### config.mk
export PLATFORM = sky130hd
export DESIGN_NAME = platform_bank
export DESIGN_NICKNAME = d
export VERILOG_FILES = /design/src/rtl/platform_bank.sv
export SDC_FILE = /design/constraint.sdc
export NUM_CORES = 1
export LEC_CHECK = 0
export CAP_MARGIN = 20
export CORE_MARGIN = 2
export CORE_UTILIZATION = 60
export DETAILED_ROUTE_END_ITERATION = 8
export DONT_BUFFER_PORTS = 1
export GPL_TIMING_DRIVEN = 0
export HOLD_SLACK_MARGIN = 0.12
export PLACE_DENSITY = 0.75
export SYNTH_ARGS = -nofsm -noshare
export SYNTH_HDL_FRONTEND = slang
export SYNTH_SLANG_ARGS = --single-unit
### constraint.sdc
create_clock -name Clk -period 5.5 [get_ports Clk]
set_input_delay 1.1 -clock Clk [delete_from_list [all_inputs] [get_ports Clk]]
set_output_delay 1.1 -clock Clk [all_outputs]
set_load 0.02 [all_outputs]
### src/rtl/platform_bank.sv
`default_nettype none
// ============================================================================
// Module   : platform_bank
// Function : Platform store with per-frame scroll, LFSR recycle and landing scan
// Revision : 1.0 - initial release
// ============================================================================
module platform_bank #(
    parameter int          N_PLAT        = 16,
    parameter int          SCREEN_H      = 480,
    parameter int          FIELD_W       = 320,
    parameter int          PLAT_W        = 32,
    parameter int          PLAT_H        = 8,
    parameter int          PLAT_STRIDE_X = 53,
    parameter logic [15:0] LFSR_SEED     = 16'hACE1,
    parameter logic [2:0]  BROKEN_COLOR  = 3'b111,
    localparam int         IDX_W         = $clog2(N_PLAT),
    localparam int         CNT_W         = $clog2(N_PLAT + 1)
) (
    input  logic             Clk,
    input  logic             Reset,
    input  logic             frame_clk,
    input  logic [8:0]       scroll,
    input  logic [9:0]       doodle_x,
    input  logic [9:0]       doodle_y,
    input  logic [9:0]       doodle_size,
    input  logic             doodle_falling,
    input  logic [IDX_W-1:0] rd_idx,
    output logic [8:0]       rd_x,
    output logic [8:0]       rd_y,
    output logic [2:0]       rd_color,
    output logic             busy,
    output logic             frame_done,
    output logic             collision,
    output logic [IDX_W-1:0] collision_idx,
    output logic [CNT_W-1:0] recycled,
    output logic             overrun
);

    localparam int RANGE     = FIELD_W - PLAT_W;
    localparam int ROW_PITCH = SCREEN_H / N_PLAT;

    localparam logic [1:0] S_IDLE   = 2'd0;
    localparam logic [1:0] S_SCROLL = 2'd1;
    localparam logic [1:0] S_SCAN   = 2'd2;
    localparam logic [1:0] S_DONE   = 2'd3;

    logic [1:0]       state_q, state_d;
    logic             fc_q, fc_d, fc_dly_q, fc_dly_d;
    logic [IDX_W-1:0] idx_q, idx_d;
    logic [9:0]       scroll_q, scroll_d;
    logic [9:0]       dx_q, dx_d, dy_q, dy_d, ds_q, ds_d;
    logic             fall_q, fall_d;
    logic [15:0]      lfsr_q, lfsr_d;
    logic [CNT_W-1:0] rec_cnt_q, rec_cnt_d;
    logic             hit_q, hit_d;
    logic [IDX_W-1:0] hit_idx_q, hit_idx_d;
    logic             collision_q, collision_d;
    logic [IDX_W-1:0] collision_idx_q, collision_idx_d;
    logic [CNT_W-1:0] recycled_q, recycled_d;
    logic             overrun_q, overrun_d;
    logic [8:0]       x_q [N_PLAT];
    logic [8:0]       x_d [N_PLAT];
    logic [8:0]       y_q [N_PLAT];
    logic [8:0]       y_d [N_PLAT];
    logic [2:0]       color_q [N_PLAT];
    logic [2:0]       color_d [N_PLAT];

    logic        frame_edge;
    logic        last_idx;
    logic [9:0]  scroll_sum;
    logic [9:0]  wrap_y;
    logic [15:0] lfsr_next;
    logic [8:0]  lfsr_x;
    logic [10:0] px, py, dxe, dye, dse, d_bot;
    logic        plat_hit;

    assign frame_edge = fc_q & ~fc_dly_q;
    assign last_idx   = (idx_q == IDX_W'(N_PLAT - 1));

    assign scroll_sum = {1'b0, y_q[idx_q]} + scroll_q;
    assign wrap_y     = scroll_sum - 10'(SCREEN_H);
    assign lfsr_next  = {1'b0, lfsr_q[15:1]} ^ (lfsr_q[0] ? 16'hB400 : 16'h0000);
    assign lfsr_x     = (lfsr_next[8:0] < 9'(RANGE)) ? lfsr_next[8:0]
                                                     : lfsr_next[8:0] - 9'(RANGE);

    // Landing test is done at 11 bits so none of the sums can wrap.
    assign px       = {2'b00, x_q[idx_q]};
    assign py       = {2'b00, y_q[idx_q]};
    assign dxe      = {1'b0, dx_q};
    assign dye      = {1'b0, dy_q};
    assign dse      = {1'b0, ds_q};
    assign d_bot    = dye + dse;
    assign plat_hit = fall_q && (color_q[idx_q] != BROKEN_COLOR)
                   && (dxe < px + 11'(PLAT_W)) && (dxe + dse > px)
                   && (py <= d_bot) && (d_bot < py + 11'(PLAT_H));

    assign rd_x          = x_q[rd_idx];
    assign rd_y          = y_q[rd_idx];
    assign rd_color      = color_q[rd_idx];
    assign collision     = collision_q;
    assign collision_idx = collision_idx_q;
    assign recycled      = recycled_q;
    assign overrun       = overrun_q;

    always_ff @(posedge Clk) begin
        if (Reset) begin
            state_q <= S_IDLE;
        end else begin
            state_q <= state_d;
        end
    end

    always_comb begin
        state_d = state_q;
        case (state_q)
            S_IDLE:   if (frame_edge) state_d = S_SCROLL;
            S_SCROLL: if (last_idx)   state_d = S_SCAN;
            S_SCAN:   if (last_idx)   state_d = S_DONE;
            S_DONE:   state_d = S_IDLE;
            default:  state_d = S_IDLE;
        endcase
    end

    always_comb begin
        busy       = (state_q != S_IDLE);
        frame_done = (state_q == S_DONE);
    end

    always_comb begin
        fc_d            = frame_clk;
        fc_dly_d        = fc_q;
        idx_d           = idx_q;
        scroll_d        = scroll_q;
        dx_d            = dx_q;
        dy_d            = dy_q;
        ds_d            = ds_q;
        fall_d          = fall_q;
        lfsr_d          = lfsr_q;
        rec_cnt_d       = rec_cnt_q;
        hit_d           = hit_q;
        hit_idx_d       = hit_idx_q;
        collision_d     = collision_q;
        collision_idx_d = collision_idx_q;
        recycled_d      = recycled_q;
        overrun_d       = overrun_q;
        x_d             = x_q;
        y_d             = y_q;
        color_d         = color_q;

        if (frame_edge && (state_q != S_IDLE)) begin
            overrun_d = 1'b1;
        end

        case (state_q)
            S_IDLE: begin
                if (frame_edge) begin
                    scroll_d  = ({1'b0, scroll} > 10'(SCREEN_H - 1)) ? 10'(SCREEN_H - 1)
                                                                     : {1'b0, scroll};
                    dx_d      = doodle_x;
                    dy_d      = doodle_y;
                    ds_d      = doodle_size;
                    fall_d    = doodle_falling;
                    idx_d     = '0;
                    rec_cnt_d = '0;
                    hit_d     = 1'b0;
                    hit_idx_d = '0;
                end
            end
            S_SCROLL: begin
                if (scroll_sum >= 10'(SCREEN_H)) begin
                    y_d[idx_q]     = wrap_y[8:0];
                    x_d[idx_q]     = lfsr_x;
                    color_d[idx_q] = lfsr_next[15:13];
                    lfsr_d         = lfsr_next;
                    rec_cnt_d      = rec_cnt_q + CNT_W'(1);
                end else begin
                    y_d[idx_q] = scroll_sum[8:0];
                end
                idx_d = last_idx ? '0 : idx_q + IDX_W'(1);
            end
            S_SCAN: begin
                if (plat_hit && !hit_q) begin
                    hit_d     = 1'b1;
                    hit_idx_d = idx_q;
                end
                idx_d = last_idx ? '0 : idx_q + IDX_W'(1);
            end
            S_DONE: begin
                collision_d     = hit_q;
                collision_idx_d = hit_idx_q;
                recycled_d      = rec_cnt_q;
            end
            default: ;
        endcase
    end

    always_ff @(posedge Clk) begin
        if (Reset) begin
            fc_q            <= 1'b0;
            fc_dly_q        <= 1'b0;
            idx_q           <= '0;
            scroll_q        <= '0;
            dx_q            <= '0;
            dy_q            <= '0;
            ds_q            <= '0;
            fall_q          <= 1'b0;
            lfsr_q          <= LFSR_SEED;
            rec_cnt_q       <= '0;
            hit_q           <= 1'b0;
            hit_idx_q       <= '0;
            collision_q     <= 1'b0;
            collision_idx_q <= '0;
            recycled_q      <= '0;
            overrun_q       <= 1'b0;
            for (int i = 0; i < N_PLAT; i++) begin
                x_q[i]     <= 9'((i * PLAT_STRIDE_X) % RANGE);
                y_q[i]     <= 9'(i * ROW_PITCH);
                color_q[i] <= '0;
            end
        end else begin
            fc_q            <= fc_d;
            fc_dly_q        <= fc_dly_d;
            idx_q           <= idx_d;
            scroll_q        <= scroll_d;
            dx_q            <= dx_d;
            dy_q            <= dy_d;
            ds_q            <= ds_d;
            fall_q          <= fall_d;
            lfsr_q          <= lfsr_d;
            rec_cnt_q       <= rec_cnt_d;
            hit_q           <= hit_d;
            hit_idx_q       <= hit_idx_d;
            collision_q     <= collision_d;
            collision_idx_q <= collision_idx_d;
            recycled_q      <= recycled_d;
            overrun_q       <= overrun_d;
            x_q             <= x_d;
            y_q             <= y_d;
            color_q         <= color_d;
        end
    end

endmodule
`default_nettype wire

* Yosys cells after proc, flatten, opt, wreduce, memory -nomap -nowiden
Cells that the tools add are included.
** Cells by class
- Equality and inequality tests :: 10
- Bitwise gates (word level) :: 5
- Div/mod/pow operators :: 0
- Add/sub/neg operators :: 9
- Shift operators :: 0
- Multiplexer cells :: 45
- Reduce and logical (&&, ||, !) cells :: 21
- Multiply operators :: 0
- Magnitude comparators :: 10
** Operators by type and width (count)
- 144-bit bitwise mux :: 3
- 9-bit binary-select mux with 4-bit select :: 4
- 144-bit two-way mux :: 1
- 9-bit two-way mux :: 11
- 48-bit bitwise mux :: 1
- 9-bit demux with 4-bit select :: 1
- 3-bit binary-select mux with 4-bit select :: 2
- 10-bit by 10-bit adder with 11-bit output :: 2
- 9-bit subtractor (second input constant) :: 2
- 16-bit two-way mux :: 1
- 4-bit case mux with 2 select lines :: 2
- 15-bit by 16-bit bitwise XOR with 16-bit output :: 1
- 3-bit two-way mux :: 5
- 3-bit demux with 4-bit select :: 1
- 4-bit two-way mux :: 3
- 11-bit by 9-bit > comparator with 1-bit output :: 1
- 9-bit by 11-bit <= comparator with 1-bit output :: 1
- 11-bit by 10-bit less-than comparator with 1-bit output :: 1
- 9-bit by 10-bit adder with 10-bit output :: 1
- 9-bit by 4-bit adder with 10-bit output (second input constant) :: 1
- 9-bit by 6-bit adder with 10-bit output (second input constant) :: 1
- 10-bit by 9-bit greater-or-equal comparator with 1-bit output (second input constant) :: 1
- 5-bit greater-or-equal comparator (second input constant) :: 2
- 10-bit less-than comparator :: 1
- other kinds (26) :: 50
** Storage, ports and cells
- Register bits after elaboration :: 422
- Memory bits (writable) :: 0
- ROM bits :: 0
- Latch bits :: 0
- Memories :: 0
- Output and inout port bits :: 34
- Input port bits :: 47

* Logic depth before layout (Yosys ltp)
- Depth after elaboration :: 13
- Mapped depth :: 20
- Gate-level depth less buffers :: 17

* Least setup slack after synthesis
No wires, ideal clock.
- Path type :: register to register
- Start point :: register idx_q[0]
- End point :: register x_q[11] (netlist name)
- Arrival time :: 4.917 ns
- Setup slack :: 0.443 ns
- Cell stages (with the launch flop) :: 19
- Path buffers :: 6
- Clock period less this slack :: 5.057 ns
- Cell sequence :: dfxtp_1 buf_2 buf_2 buf_2 buf_2 mux4_2 mux4_2 ha_1 fa_1 a21oi_1 nor2_2 nor4_1 o21ai_0 a221oi_2 buf_4 o21ai_2 buf_4 nor3_2 a32oi_1
** Between the ends
- Word-level cells in the longest chain between the ends :: 7
** RTL lines
- start, declared :: line 49 : logic [IDX_W-1:0] idx_q, idx_d;
- start signal, assigned :: line 223 : idx_q <= idx_d;
- 4-bit inverter with 5-bit output (not written as such) (*) :: line 80, 172
- 9-bit binary-select mux with 4-bit select :: line 80 : assign scroll_sum = {1'b0, y_q[idx_q]} + scroll_q;
- 9-bit two-way mux (not written as such) (2 in a row) :: line 80
- 9-bit by 10-bit adder with 10-bit output :: line 80
- 10-bit by 9-bit greater-or-equal comparator with 1-bit output :: line 170 : if (scroll_sum >= 10'(SCREEN_H)) begin
- 2-bit AND reduction (no line)
- end signal, assigned by index :: line 216 : x_q[i] <= 9'((i * PLAT_STRIDE_X) % RANGE);
- end, declared :: line 61 : logic [8:0] x_q [N_PLAT];
Mark *: on every way between the ends. The rest lies on a longest branch, timed or not. The select of a mux whose other input is x is not followed.
A chain may end at the register's enable or synchronous reset.

* Worst setup path after layout
- Start point :: register idx_q[1]
- End point :: register y_q[17] (netlist name)
** Between the ends
- Word-level cells in the longest chain between the ends :: 8
** RTL lines
- 4-bit inverter with 5-bit output (not written as such) (*) :: line 80, 171, 177
- 9-bit binary-select mux with 4-bit select :: line 80
- 9-bit two-way mux (not written as such) (2 in a row) :: line 80
- 9-bit by 10-bit adder with 10-bit output :: line 80
- 9-bit subtractor :: line 81 : assign wrap_y = scroll_sum - 10'(SCREEN_H);
- 144-bit bitwise mux :: line 171 : y_d[idx_q] = wrap_y[8:0];
- 144-bit two-way mux (*) :: line 170
- end signal, assigned by index :: line 217 : y_q[i] <= 9'(i * ROW_PITCH);
- end signal, assigned :: line 238 : y_q <= y_d;
- end, declared :: line 63 : logic [8:0] y_q [N_PLAT];
Marks and branches as above.

==> run summary <==
R2R cell count -> 14
R2r setup slk -> 0.1 ns
# DRC -> 0
Vias per inst -> 7.06
Power Dens Cells -> 285 mW/mm^2
VDD IR-drop max -> 226 uV
Worst Hold Launch -> fall_q
Final Hold Slack -> 0.457 ns
Routability Congestion -> 0.975
Core region area -> 0.0367 sq mm
Syn_area_per_cell -> 10.1 sq um
Syn Inst Count -> 2215
Startpoint type of the worst setup path -> flop
Clk_skew -> 0.0296 ns
Final Hold Vio Count -> 0
PnR worst setup slack -> 0.0979 ns
Fill cells -> 2803
Most common cell in the netlist -> dfxtp_1
Area of placed instances -> 0.0231 sq mm
Syn Nets -> 2344
Worst skew pair latency -> 0.59 ns
IO Port Bufs -> 0
CTS Buf Count -> 44
Hold depth -> 2
R2r endpoint -> y_q[17]
Die ar. -> 0.0388 sq mm
Fraction of layout cells with a size suffix above 1 -> 0.161
Pre-CTS setup slack -> -1.35 ns
Grt ovf -> 0
Number of global-route vias before repair -> 19100
Max-Cap Viols -> 0
Chip width -> 197 microns
Final Cycle Share -> 0.982
Synth top cells by count -> 421 x dfxtp_1, 279 x nand2_1, 266 x nor2_1, 198 x mux4_2, 158 x mux2i_1
Area grow syn2layout -> 11.0%
WP data arrival -> 5.80 ns
Routed Antenna Nets -> 0
Area contributors post-synth -> dfxtp_1 38%, mux4_2 20%, mux2i_1 7.1%
# clock sinks -> 421
DP HPWL -> 57.0 mm
Number of synthesized flops with an enable pin -> 0
Prevailing post-synth register cell -> dfxtp_1
Global-route wire length before repair -> 119 mm
Final setup viols -> 0
Yosys top cell area share -> 0.377
DR iter-0 viols -> 2987
Final Cell Area -> 0.0248 sq mm
Synthesized cell area -> 0.0224 sq mm
I/O pin cnt -> 81
Die height -> 197 microns
Peak Freq -> 0.185 GHz
Slew Limit Fails -> 0
Root Buffer -> clkbuf_16
Nets -> 2408
Min-Delay Path Class -> reg2reg
Initial core utilization -> 0.610
H-tree depth -> 2
Outcome -> complete, no violations
FP Rows -> 70
Async S/R FF share, synth -> 0
TritonCTS clock tree -> built
Overall power -> 7080 uW
Area leader, netlist -> dfxtp_1
Pin count of the biggest net entering global routing -> 20
Gr usage total -> 0.416
Post-synthesis sequential area ratio -> 0.377
Final worst path period need -> 5.40 ns
Setup crit end kind -> flop
DRT Wirelength -> 80.1 mm
End of the worst hold path -> fall_q
Routed WL per cell -> 28.8 microns
DRT Pass-1 Iters -> 7
Post-synthesis cell type count -> 68
Clock Tree Buf Depth -> 3
Hold Buf Count CTS -> 0
Via count -> 19600
Yosys warning count -> 0
Worst r2r src -> idx_q[1]
Leak Pwr -> 0.0102 uW
Worst-Margin Slew -> 1.24 ns
Synth Register Bits -> 421
Clk slew on worst S/H paths -> 0.06 ns
Crit path required time -> 5.90 ns
CP Max Fanout -> 10
CP Class -> reg2reg
Initial antenna violation count -> 1
Final Util -> 0.677
Max_slew headroom -> 0.173
where the power goes:
| part | internal, uW | leakage, uW | switching, uW |
|---|---|---|---|
| sequential | 3080 | 0.00340 | 29.5 |
| clock | 1710 | 0.000687 | 1290 |
| combinational | 345 | 0.00609 | 624 |
| total | 5140 | 0.0102 | 1950 |
per-stage QoR:
step	setup TNS, ns	std cells
after floorplan	0	2215
after CTS	0	2777
after global routing	-0.0374	2778
after global placement	-264.04	2683
after detailed placement	-264.79	2693
final	0	2779
cell usage in the layout (no fill, tap or decap), types with 12 or more instances in the layout:
cell type,synthesis,final
buf_1,24,21
o21ai_4,0,12
a21oi_1,122,121
buf_2,34,15
buf_4,12,26
nor3_1,18,17
a31oi_1,12,12
o21ai_0,78,77
buf_6,3,13
xnor2_1,20,20
mux2i_1,158,158
ha_1,79,79
o211ai_1,71,71
inv_1,47,47
mux4_2,198,198
clkbuf_16,0,45
nand3_1,54,54
a211oi_1,25,24
xor2_1,14,14
dfxtp_1,421,421
nor2b_1,16,16
nor2_1,266,266
nand2_1,279,279
clkbuf_1,102,117
critical path, stage by stage (launching register included):
cell and delay [ns]:
dfxtp_1 0.42, buf_6 0.20, buf_6 0.20, buf_2 0.36
clkbuf_4 0.43, mux4_2 0.35, mux4_2 0.58, ha_1 0.29
or2_2 0.34, a211oi_2 0.39, o31ai_4 0.21, and3_1 0.20
mux2i_1 0.71, buf_2 0.38, o211ai_1 0.13
metal layers:
| metal | track usage | part of all wire |
|---|---|---|
| met1 | 0.521 | 0.35 |
| met2 | 0.636 | 0.44 |
| met3 | 0.126 | 0.14 |
| met4 | 0.253 | 0.069 |
| met5 | 0 | 0.00014 |
worst max-delay path by stage:
stage                  start         end  slack [ns]
floorplan           idx_q[0]     x_q[11]        0.44
global placement    idx_q[1]      x_q[1]       -1.35
detailed placement  idx_q[1]     x_q[46]       -1.35
CTS                 idx_q[1]  color_q[7]        0.02
global route        idx_q[0]  lfsr_q[13]       -0.02
finish              idx_q[1]     y_q[17]         0.1
cells by family (layout without fill, tap and decap cells):
group                    count (synthesis)  in the layout  synth area share
adder cells (fa/ha/maj)                 82             82            0.0469
buffers and inverters                  223            318            0.0423
multiplexers                           356            356             0.270
AO/OA/AOI/OAI                          405            405             0.119
other                                    0              1                 0
AND/OR/NAND/NOR                        694            694             0.131
flip-flops                             421            421             0.377
XOR/XNOR                                34             34            0.0133
cell type report:
class	count	area (sq um)	share of cell area
tap	468	586	0.0236
clock buffer	65	1250	0.0504
antenna	1	2.50	0.000101
inverter	48	180	0.00725
multi-input combinational	1571	13100	0.528
sequential	421	8430	0.339
timing repair buffer	20	246	0.00992
buffer	173	880	0.0354
clock inverter	12	143	0.00574
timing repair:
action,in CTS,in global routing
setup endpoints to repair,308,215
cloned,0,0
gates resized for setup,48,17
setup buffers,8,1
pin swaps,4,1
Power figures use the tool's default switching activity.
